==> src/rtl/multicycle_control_pkg.sv <==
// Shared encodings for the TSC multi-cycle controller: FSM states, opcode/funct
// values, datapath select encodings and the bundled control-output struct.
package multicycle_control_pkg;

  typedef enum logic [2:0] {
    S_IF   = 3'd0,
    S_ID   = 3'd1,
    S_EX   = 3'd2,
    S_MEM  = 3'd3,
    S_WB   = 3'd4,
    S_HALT = 3'd5
  } state_t;

  localparam logic [3:0] OP_BNE   = 4'd0;
  localparam logic [3:0] OP_BEQ   = 4'd1;
  localparam logic [3:0] OP_BGZ   = 4'd2;
  localparam logic [3:0] OP_BLZ   = 4'd3;
  localparam logic [3:0] OP_ADI   = 4'd4;
  localparam logic [3:0] OP_ORI   = 4'd5;
  localparam logic [3:0] OP_LHI   = 4'd6;
  localparam logic [3:0] OP_LWD   = 4'd7;
  localparam logic [3:0] OP_SWD   = 4'd8;
  localparam logic [3:0] OP_JMP   = 4'd9;
  localparam logic [3:0] OP_JAL   = 4'd10;
  localparam logic [3:0] OP_RTYPE = 4'd15;

  localparam logic [5:0] FN_ADD = 6'd0;
  localparam logic [5:0] FN_SHR = 6'd7;
  localparam logic [5:0] FN_JPR = 6'd25;
  localparam logic [5:0] FN_JRL = 6'd26;
  localparam logic [5:0] FN_WWD = 6'd28;
  localparam logic [5:0] FN_HLT = 6'd29;

  localparam logic [2:0] ALU_FUNCT = 3'd0;
  localparam logic [2:0] ALU_ADD   = 3'd1;
  localparam logic [2:0] ALU_OR    = 3'd2;
  localparam logic [2:0] ALU_LHI   = 3'd3;

  localparam logic [1:0] PC_ALU    = 2'd0;
  localparam logic [1:0] PC_ALUOUT = 2'd1;
  localparam logic [1:0] PC_JUMP   = 2'd2;
  localparam logic [1:0] PC_RS     = 2'd3;

  localparam logic [1:0] RD_RT = 2'd0;
  localparam logic [1:0] RD_RD = 2'd1;
  localparam logic [1:0] RD_R2 = 2'd2;

  localparam logic [1:0] WD_ALUOUT = 2'd0;
  localparam logic [1:0] WD_MDR    = 2'd1;
  localparam logic [1:0] WD_PC     = 2'd2;

  localparam logic [1:0] SRCB_RT  = 2'd0;
  localparam logic [1:0] SRCB_ONE = 2'd1;
  localparam logic [1:0] SRCB_IMM = 2'd2;

  typedef struct packed {
    logic       read_m;
    logic       write_m;
    logic       i_or_d;
    logic       ir_write;
    logic       pc_write;
    logic [1:0] pc_src;
    logic       reg_write;
    logic [1:0] reg_dest;
    logic [1:0] write_data_sel;
    logic       alu_src_a;
    logic [1:0] alu_src_b;
    logic [2:0] alu_op;
    logic       out_write;
  } ctl_t;

  // R-type functs 0..7 are plain ALU operations that write back rd.
  function automatic logic is_alu_funct(input logic [5:0] f);
    return f <= FN_SHR;
  endfunction

endpackage

==> src/rtl/mc_out_decode.sv <==
// Moore output decode: maps the current state (plus IR fields, bcond and the
// memory ack) onto every datapath enable and mux select.
module mc_out_decode
  import multicycle_control_pkg::*;
(
  input  state_t     state,
  input  logic [3:0] opcode,
  input  logic [5:0] funct,
  input  logic       bcond,
  input  logic       input_ready,
  output ctl_t       ctl
);

  always_comb begin
    ctl = '0;
    case (state)
      S_IF: begin
        ctl.read_m    = 1'b1;
        ctl.alu_src_b = SRCB_ONE;
        ctl.alu_op    = ALU_ADD;
        ctl.ir_write  = input_ready;
        ctl.pc_write  = input_ready;
        ctl.pc_src    = PC_ALU;
      end
      S_ID: begin
        // Branch target is computed here so EX can use ALUOut as PC source.
        ctl.alu_src_b = SRCB_IMM;
        ctl.alu_op    = ALU_ADD;
        if (opcode == OP_JMP || opcode == OP_JAL) begin
          ctl.pc_write = 1'b1;
          ctl.pc_src   = PC_JUMP;
        end
        if (opcode == OP_RTYPE && (funct == FN_JPR || funct == FN_JRL)) begin
          ctl.pc_write = 1'b1;
          ctl.pc_src   = PC_RS;
        end
        if (opcode == OP_JAL || (opcode == OP_RTYPE && funct == FN_JRL)) begin
          ctl.reg_write      = 1'b1;
          ctl.reg_dest       = RD_R2;
          ctl.write_data_sel = WD_PC;
        end
      end
      S_EX: begin
        case (opcode)
          OP_BNE, OP_BEQ, OP_BGZ, OP_BLZ: begin
            ctl.alu_src_a = 1'b1;
            ctl.alu_src_b = SRCB_RT;
            ctl.alu_op    = {1'b1, opcode[1:0]};
            ctl.pc_write  = bcond;
            ctl.pc_src    = PC_ALUOUT;
          end
          OP_ADI, OP_LWD, OP_SWD, OP_ORI, OP_LHI: begin
            ctl.alu_src_a = 1'b1;
            ctl.alu_src_b = SRCB_IMM;
            ctl.alu_op    = (opcode == OP_ORI) ? ALU_OR :
                            (opcode == OP_LHI) ? ALU_LHI : ALU_ADD;
          end
          OP_RTYPE: begin
            if (funct == FN_WWD) begin
              ctl.out_write = 1'b1;
            end else if (is_alu_funct(funct)) begin
              ctl.alu_src_a = 1'b1;
              ctl.alu_src_b = SRCB_RT;
              ctl.alu_op    = ALU_FUNCT;
            end
          end
          default: ;
        endcase
      end
      S_MEM: begin
        ctl.i_or_d  = 1'b1;
        ctl.read_m  = (opcode == OP_LWD);
        ctl.write_m = (opcode == OP_SWD);
      end
      S_WB: begin
        ctl.reg_write      = 1'b1;
        ctl.reg_dest       = (opcode == OP_RTYPE) ? RD_RD : RD_RT;
        ctl.write_data_sel = (opcode == OP_LWD) ? WD_MDR : WD_ALUOUT;
      end
      default: ;
    endcase
  end

endmodule

==> src/rtl/multicycle_control.sv <==
// TSC multi-cycle controller top: state register, next-state logic, retirement
// counter and halt flag; outputs come from mc_out_decode, forced low in reset.
module multicycle_control
  import multicycle_control_pkg::*;
#(
  parameter int WORD_SIZE = 16
) (
  input  logic                 clk,
  input  logic                 reset_n,
  input  logic [3:0]           opcode,
  input  logic [5:0]           funct,
  input  logic                 bcond,
  input  logic                 inputReady,
  output logic                 readM,
  output logic                 writeM,
  output logic                 IorD,
  output logic                 IRWrite,
  output logic                 PCWrite,
  output logic [1:0]           PCSrc,
  output logic                 RegWrite,
  output logic [1:0]           RegDest,
  output logic [1:0]           WriteDataSel,
  output logic                 AluSrcA,
  output logic [1:0]           AluSrcB,
  output logic [2:0]           AluOp,
  output logic                 OutWrite,
  output logic                 is_halted,
  output logic [WORD_SIZE-1:0] num_inst,
  output logic [2:0]           state
);

  state_t cur_state;
  state_t next_state;
  ctl_t   ctl_raw;
  ctl_t   ctl;
  logic   retire;

  always_ff @(posedge clk or negedge reset_n) begin
    if (!reset_n) cur_state <= S_IF;
    else          cur_state <= next_state;
  end

  always_comb begin
    next_state = cur_state;
    case (cur_state)
      S_IF: if (inputReady) next_state = S_ID;
      S_ID: begin
        if (opcode == OP_JMP || opcode == OP_JAL) begin
          next_state = S_IF;
        end else if (opcode == OP_RTYPE) begin
          if (funct == FN_HLT)
            next_state = S_HALT;
          else if (is_alu_funct(funct) || funct == FN_WWD)
            next_state = S_EX;
          else
            next_state = S_IF;  // JPR, JRL and undefined functs finish here
        end else if (opcode > OP_JAL) begin
          next_state = S_IF;    // opcodes 11-14 are NOPs
        end else begin
          next_state = S_EX;
        end
      end
      S_EX: begin
        if (opcode == OP_LWD || opcode == OP_SWD)
          next_state = S_MEM;
        else if (opcode == OP_ADI || opcode == OP_ORI || opcode == OP_LHI ||
                 (opcode == OP_RTYPE && is_alu_funct(funct)))
          next_state = S_WB;
        else
          next_state = S_IF;
      end
      S_MEM:   if (inputReady) next_state = (opcode == OP_LWD) ? S_WB : S_IF;
      S_WB:    next_state = S_IF;
      S_HALT:  next_state = S_HALT;
      default: next_state = S_IF;
    endcase
  end

  mc_out_decode u_out_decode (
    .state       (cur_state),
    .opcode      (opcode),
    .funct       (funct),
    .bcond       (bcond),
    .input_ready (inputReady),
    .ctl         (ctl_raw)
  );

  // Reset must silence the memory request even though the state reads as IF.
  always_comb begin
    ctl = reset_n ? ctl_raw : '0;
  end

  assign readM        = ctl.read_m;
  assign writeM       = ctl.write_m;
  assign IorD         = ctl.i_or_d;
  assign IRWrite      = ctl.ir_write;
  assign PCWrite      = ctl.pc_write;
  assign PCSrc        = ctl.pc_src;
  assign RegWrite     = ctl.reg_write;
  assign RegDest      = ctl.reg_dest;
  assign WriteDataSel = ctl.write_data_sel;
  assign AluSrcA      = ctl.alu_src_a;
  assign AluSrcB      = ctl.alu_src_b;
  assign AluOp        = ctl.alu_op;
  assign OutWrite     = ctl.out_write;
  assign state        = cur_state;

  assign retire = ((next_state == S_IF)   && (cur_state != S_IF)) ||
                  ((next_state == S_HALT) && (cur_state != S_HALT));

  always_ff @(posedge clk or negedge reset_n) begin
    if (!reset_n) begin
      num_inst  <= '0;
      is_halted <= 1'b0;
    end else begin
      if (retire) num_inst <= num_inst + WORD_SIZE'(1);
      is_halted <= (next_state == S_HALT);
    end
  end

endmodule

==> config.mk <==
export PLATFORM = sky130hd
export DESIGN_NAME = multicycle_control
export DESIGN_NICKNAME = d
export VERILOG_FILES = /design/src/rtl/multicycle_control_pkg.sv /design/src/rtl/mc_out_decode.sv /design/src/rtl/multicycle_control.sv
export SDC_FILE = /design/constraint.sdc
export NUM_CORES = 1
export LEC_CHECK = 0
export CAP_MARGIN = 20
export CORE_MARGIN = 10
export CORE_UTILIZATION = 50
export CTS_CLUSTER_DIAMETER = 40
export DETAILED_ROUTE_END_ITERATION = 6
export DONT_BUFFER_PORTS = 1
export PLACE_DENSITY = 0.68
export SLEW_MARGIN = 20
export SYNTH_ARGS = -nofsm -noshare
export SYNTH_HDL_FRONTEND = slang
export SYNTH_SLANG_ARGS = --single-unit
==> constraint.sdc <==
create_clock -name clk -period 1.82 [get_ports clk]
set_input_delay 0.364 -clock clk [delete_from_list [all_inputs] [get_ports clk]]
set_output_delay 0.364 -clock clk [all_outputs]
set_load 0.01 [all_outputs]
# == Word-level counts from Yosys, hierarchy flattened ==
# Cells that the tools add are included.
# totals
mem_bits_ro,0
ram_bits,0
latchBits,0
ff_bits,20
memories,0
wordCells,81
# classes
addsub,1
n_mul,0
magnitude_cmp,2
shift,0
div_mod_pow,0
bitwise,0
n_reduce_logical,20
n_eq_ne,22
muxes,33
# op_table
op,n
$mux 3,12
$eq 6x5->1 const B,4
$mux 19,1
$pmux 6 s3,1
$add 16x1->16 const B,1
$eq 4x3->1 const B,4
$eq 4x4->1 const B,4
$pmux 3 s5,1
$pmux 5 s3,1
$mux 6,2
$pmux 5 s2,1
$eq 3x3->1 const B,3
$logic_or 1x1->1,9
$pmux 3 s3,1
$eq 4x2->1 const B,2
$mux 2,4
$mux 1,7
$eq 3x2->1 const B,2
$le 6x3->1 const B,1
$logic_not 3->1,2
$logic_and 1x1->1,5
$mux 5,1
$reduce_or 5->1,1
$eq 4x1->1 const B,1
7 further kinds,7

# == Logic depth before layout (Yosys ltp) ==
# Gate-level depths: netlist of the first run.
# depth
depth_word,10
depth_mapped,9
depth_no_buf,7

# == Hierarchy ==
# A second synthesis of the first run with hierarchy kept.
# hier_totals
cells_unflattened,191
hier_area_um2,1629.1
# modules_own_cells
mod,area_per_inst_um2,instances,cells_per_inst
multicycle_control,1253.7,1,129
mc_out_decode,375.4,1,62

# == Least setup slack after synthesis of the first run ==
# No wires, ideal clock.
# synth_path
path_kind,register to output
start,register cur_state[0] (netlist: state[0])
end,output port PCSrc[0]
t_arrival_ps,1835
t_required_ps,1456
setup_slack_ps,-379
path_stages_with_launch,7
cell_sequence,dfrtp_1 clkbuf_1 nand2b_1 nor2_1 nand2_1 or4_1 a221oi_1
# synth_between
elab_chain_cells,3
elab_cells_between_ends,5
classes_between,eq/ne (2); mux (2); reduce/logical (1)
# synth_rtl
item,line,source
"start, declared",multicycle_control.sv:32,state_t cur_state;
"start signal, assigned",multicycle_control.sv:40,else cur_state <= next_state;
$eq 3x2->1 (tied with other cells),mc_out_decode.sv:16,case (state)
$pmux 3 s3 *,mc_out_decode.sv:16,
$mux 19 *,multicycle_control.sv:90,ctl = reset_n ? ctl_raw : '0;
"end, declared",multicycle_control.sv:19,"output logic [1:0] PCSrc,"
# Mark *: on every way between the ends. The rest lies on a longest branch, timed or not.

# == Worst setup path in the final report of the first run ==
# layout_path
start,register cur_state[1] (netlist: state[1])
end,output port PCWrite
# layout_between
elab_chain_cells,3
elab_cells_between_ends,5
classes_between,eq/ne (2); mux (2); reduce/logical (1)
# layout_rtl
item,line,source
$eq 3x2->1 (tied with other cells),mc_out_decode.sv:16,
$pmux 3 s3 *,mc_out_decode.sv:16,
$mux 19 *,multicycle_control.sv:90,
"end, declared",multicycle_control.sv:18,"output logic PCWrite,"
# Marks and branches as above.

==> results of run 1 <==
registers in the layout, indices dropped and copies added (netlist names):
name	cells
num_inst	16
is_halted	1
state	3
worst max-delay path: cells and delay by family (launching register included):
kind	cells	cell delay, ps
AO/OA/AOI/OAI	1	100
AND/OR/NAND/NOR	6	1130
flip-flops	1	410
per-stage QoR:
step                      setup slack [ps]  utilization  power (mW)  cells  setup TNS (ps)
final                                 -492        0.822        2.78    237          -10630
after global routing                  -588        0.822        2.93    237          -12770
after CTS                             -426        0.761        2.48    232           -7320
after detailed placement              -312        0.647        1.83    218           -4400
after global placement                -269        0.647        1.79    218           -3000
after floorplan                       -163            -        1.50    165           -2370
power by group through the flow:
stage / sequential [mW] / combinational, mW / clock, mW
after detailed placement: 0.704 / 1.12 / 0
final: 0.685 / 1.88 / 0.207
after global routing: 0.700 / 2.00 / 0.235
after CTS: 0.677 / 1.60 / 0.206
after floorplan: 0.677 / 0.819 / 0
after global placement: 0.694 / 1.10 / 0
area by class of cell:
type,count,share of cell area
flip-flops and latches,20,0.222
inverters,2,0.00442
repair buffers,49,0.198
well taps,31,0.0171
multi-input cells,132,0.548
clock buffers,3,0.00994
timing repair:
item                                    in CTS  in global routing
pin swaps                                   16                 19
gates cloned                                 2                  0
endpoints found under the hold margin       20                  0
endpoints found under the setup margin      34                 35
resized for setup                           50                 22
hold buffers                                 1                  0
buffers inserted                             9                  6
layer usage:
layer / share of wire / vias up / GRT usage / wire length, um
met5: 0 / - / 0 / 0
met4: 0.018 / 0 / 0.0455 / 88
met3: 0.081 / 12 / 0.0552 / 385
met2: 0.49 / 50 / 0.272 / 2340
met1: 0.41 / 705 / 0.211 / 1950
li1: - / 671 / - / -
cells in the final DEF (no fill, tap or decap), types with 3 or more instances in the layout:
cell type / instances
dfrtp_1: 18
xor2_1: 3
xnor2_1: 10
nand2b_4: 3
nor3_2: 6
and3_1: 8
nand4_4: 3
nand2b_1: 4
xnor2_2: 5
a21oi_1: 3
nor2_4: 5
buf_4: 30
nand2_1: 5
nand2_4: 3
nand4_1: 6
o21ai_1: 3
nand3b_1: 4
buf_6: 15
nor2_1: 7
nand3_4: 4
nand2_2: 3
clkbuf_4: 3
logic make-up after synthesis:
kind of cell    count (synthesis)  synth area share
simple gates                   89             0.366
compound gates                 22             0.108
flops                          20             0.345
xor+xnor                       19             0.115
buf+inv                        13            0.0509
mux                             1           0.00776
fa+ha+maj                       1           0.00862
path summary, 6_finish.rpt:
| check | end | slack [ps] | cells past startpoint |
|---|---|---|---|
| setup / recovery | PCWrite | -490 | 7 |
| hold / removal | state[1] | 330 | 3 |
| max in group asynchronous | state[2] | 600 | 1 |
| min in group asynchronous | num_inst[6] | 610 | 1 |
| hold reg to reg | num_inst[15] | 550 | 1 |
| setup reg to reg | num_inst[1] | -390 | 10 |
==> impl_metrics.toml, run 1 <==
[hold_path]
worstHoldPathType = "input port to register"
min_from = "inputReady"

[clock_network]
htreeDepth = 1
path_clk_slew_ps = 100
cts_tree = "done"
insertion_delay_ps = 310
root_buffer = "clkbuf_4"
cts_buffers = 3
cts_sinks = 20
cts_buffer_depth = 2

[yosys]
synth_edf_count = 0
ys_seq_elements = 20
synth_top_area_share = 0.345
ys_top_cells_by_count = "dfrtp_1, xnor2_1, nor2_1"
yosysUniqueCellTypes = 45
synth.avg_cell_area_sq_um = 8.80
netlist_instances = 165
ys.flop_type = "dfrtp_1"
syn_area_sq_mm = 0.00145
async_reset_ff_frac = 1.00
yosys.area.top_type = "dfrtp_1"
yosysMostFrequentCell = "dfrtp_1"
syn_nets = 180
ys_seq_area_frac = 0.345
synth_area_leaders = "dfrtp_1, xnor2_1, nor2_1"
yosys_warnings = 0

[die]
coreArea_sq_mm = 0.00276
fp-row-count = 19
initial_utilization = 0.526
dieArea_sq_mm = 0.00546
io_pins = 53
die_height_um = 73.9
die_w_um = 73.9

[status]
status = "finished with violations"
failed_checks = "negative setup slack"

[layout]
final_cell_area_sq_mm = 0.00227
synthToLayoutAreaGrowth_pct = 56.1
register_area_sq_um = 503
multi_input_area_sq_mm = 0.00124
fill_cells = 159
drive_gt1_frac = 0.539
fin_nets = 223
antenna_cells = 0

[pwr]
power_frac_comb = 0.679
clock_power_share = 0.075
switching_share = 0.419
power_per_cell_area_mw_per_mm2 = 1220
p_seq_frac = 0.247
ir_drop_mv = 1.42
p_int_mw = 1.61
switchingPower_mw = 1.16
p_leak_nw = 0.982

[global_routing]
grt_max_degree = 21
grt-ovfl-total = 0
grt_pass1_vias = 1488
grt_pass1_wl_um = 7440
track_usage = 0.169
antenna_found_initial = 0

[place]
place_area_sq_mm = 0.00178
gp_congestion = 0.880
numPortBuffers = 0
dpl.hpwl_um = 3200

[setup_path]
worst_setup_path_start_kind = "register"
crit_type = "register to output pin"
critPathCaptureType = "output pin"
worstReg2RegStart = "state[1]"
path_cells = "nand2b_4 -> nor2_4 -> nand2_2 -> or4_4 -> o21ai_4 -> nor2_2 -> nor2_2"
worstPathRequired_ps = 1460
cp_max_fo = 2
cpMostUsedCell = "nor2_2"
cp.arrival_ps = 1950
critPathLaunch = "state[1]"
critPathMaxStageDelay_ps = 590
cpMaxStageDelayCell = "or4_4"

[timing]
rsz0062_at_grt = "true"
max_freq_ghz = 0.433
whs_ps = 327
maxSlewHeadroom = 0.401
hold_viol_final = 0
fin_crit_ps = 2310
fin_crit_sh = 1.27
setup_violations = 34
finalMaxSlewViolations = 0
worst_pin_slew_ps = 896
fin_ws_ps = -492
clock_skew_ps = 8.98

[routing]
dr.pass1.iters = 4
viasPerCell = 6.07
ant_nets = 0
dr.first_iter.drc_count = 124
routed_wl_um = 4760
drc = 0
wl_per_cell_um = 20.1
vias = 1438

[job]
drv_cap = 0
No activity file was read; power rests on OpenSTA's default activity.
==> run 2, diff against run 1 <==
BUFFER_PORTS_ARGS = -buffer_cell sky130_fd_sc_hd__clkbuf_2   (was default)
CORE_UTILIZATION = 44   (was 50)
DONT_BUFFER_PORTS = default   (was 1)
PLACE_DENSITY = 0.75   (was 0.68)
==> impl_metrics.toml, run 2 (synthesis gave the netlist of run 1 again) <==
[status]
status = "finished with violations"
failed_checks = "negative setup slack"

[global_routing]
grt_pass1_vias = 1889
grt-ovfl-total = 0
track_usage = 0.176
grt_pass1_wl_um = 8960
grt_max_degree = 19
antenna_found_initial = 0

[routing]
routed_wl_um = 6300
drc = 0
vias = 1779
dr.pass1.iters = 4
wl_per_cell_um = 19.9
ant_nets = 0
dr.first_iter.drc_count = 80
viasPerCell = 5.61

[layout]
regMostFlops = "num_inst"
multi_input_area_sq_mm = 0.00121
register_area_sq_um = 502
drive_gt1_frac = 0.645
fin_nets = 289
antenna_cells = 0
synthToLayoutAreaGrowth_pct = 85.9
final_common_cell = "buf_4"
fill_cells = 161
largest_register_ffs = 16
final_cell_area_sq_mm = 0.00270
layout_common_cells = "buf_4, clkbuf_2, buf_6, dfrtp_1, buf_2"

[setup_path]
critPathMaxStageDelay_ps = 560
worstPathRequired_ps = 1460
regToRegSetupSlack_ps = -380
crit_buf_inv = 2
worstReg2RegStart = "state[0]"
critPathLaunch = "state[2]"
cpMaxStageDelayCell = "or4_4"
cp_max_fo = 2
critical_path_depth = 6
critPathCaptureType = "output pin"
cp.arrival_ps = 2180
crit_type = "register to output pin"
path_cells = "buf_6 -> nor2_4 -> nand2_2 -> or4_4 -> a221oi_2 -> buf_2"
worst_setup_path_start_kind = "register"
worstRegToRegCells = 11
critPathTopFamily = "simple AND/OR/NAND/NOR gates"

[die]
io_pins = 53
die_w_um = 77.4
die_height_um = 77.4
fp-row-count = 20
initial_utilization = 0.468
dieArea_sq_mm = 0.00600
coreArea_sq_mm = 0.00310

[pwr]
p_leak_nw = 1.32
ir_drop_mv = 0.517
power_per_cell_area_mw_per_mm2 = 1220

[clock_network]
cts_buffer_depth = 2
cts_sinks = 20
cts_buffers = 3
root_buffer = "clkbuf_4"
htreeDepth = 1
cts_tree = "done"
path_clk_slew_ps = 120
insertion_delay_ps = 310

[place]
place_area_sq_mm = 0.00214
gp_congestion = 0.906
dpl.hpwl_um = 3490
numPortBuffers = 52

[timing]
tns_ps = -12930
whs_ps = 272
setup_violations = 35
fin_ws_ps = -722
max_freq_ghz = 0.393
worst_pin_slew_ps = 630
finalMaxSlewViolations = 0
rsz0062_at_grt = "true"
maxSlewHeadroom = 0.580
clock_skew_ps = 10.6
fin_crit_sh = 1.40
fin_crit_ps = 2540
hold_viol_final = 0

[job]
drv_cap = 0

[hold_path]
worstHoldPathType = "input port to asynchronous set/reset pin"
[run 2: worst paths after layout]
kind | endpoint
hold / removal | num_inst[0]
hold reg to reg | num_inst[15]
setup reg to reg | num_inst[10]
setup / recovery | PCSrc[0]
min in group clk | num_inst[15]
max in group asynchronous | state[1]
[run 2: report_power, final]
group,switching [mW],internal (mW)
registers,0.133,0.542
clock network,0.146,0.223
logic,1.07,1.19
total,1.35,1.95
[run 2: stage by stage]
| stage | util | total power, mW | worst slack, ps | instances |
|---|---|---|---|---|
| floorplan | - | 1.50 | -163 | 165 |
| global placement | 0.689 | 2.06 | -354 | 290 |
| detailed placement | 0.689 | 2.10 | -413 | 290 |
| CTS | 0.820 | 3.13 | -545 | 310 |
| global route | 0.869 | 3.44 | -743 | 317 |
| finish | 0.869 | 3.30 | -722 | 317 |
[run 2: cell type report]
cell class | count | share of cell area
timing repair buffer | 115 | 0.321
sequential | 20 | 0.186
multi-input combinational | 132 | 0.450
tap | 44 | 0.0204
clock inverter | 1 | 0.0111
inverter | 2 | 0.00278
clock buffer | 3 | 0.00835
[run 2: timing repair]
action | CTS | global route
buffers inserted | 17 | 10
cloned | 1 | 0
hold endpoints to repair | 2 | 0
resized for setup | 49 | 40
hold buffers | 1 | 0
pin swaps | 15 | 16
endpoints found under the setup margin | 35 | 35
[run 2: per-layer routing]
metal	up-vias	track usage	routed length [um]
met1	868	0.182	2400
met2	75	0.315	3250
met3	30	0.0484	310
met5	-	0	0
met4	0	0.0985	348
li1	806	-	-
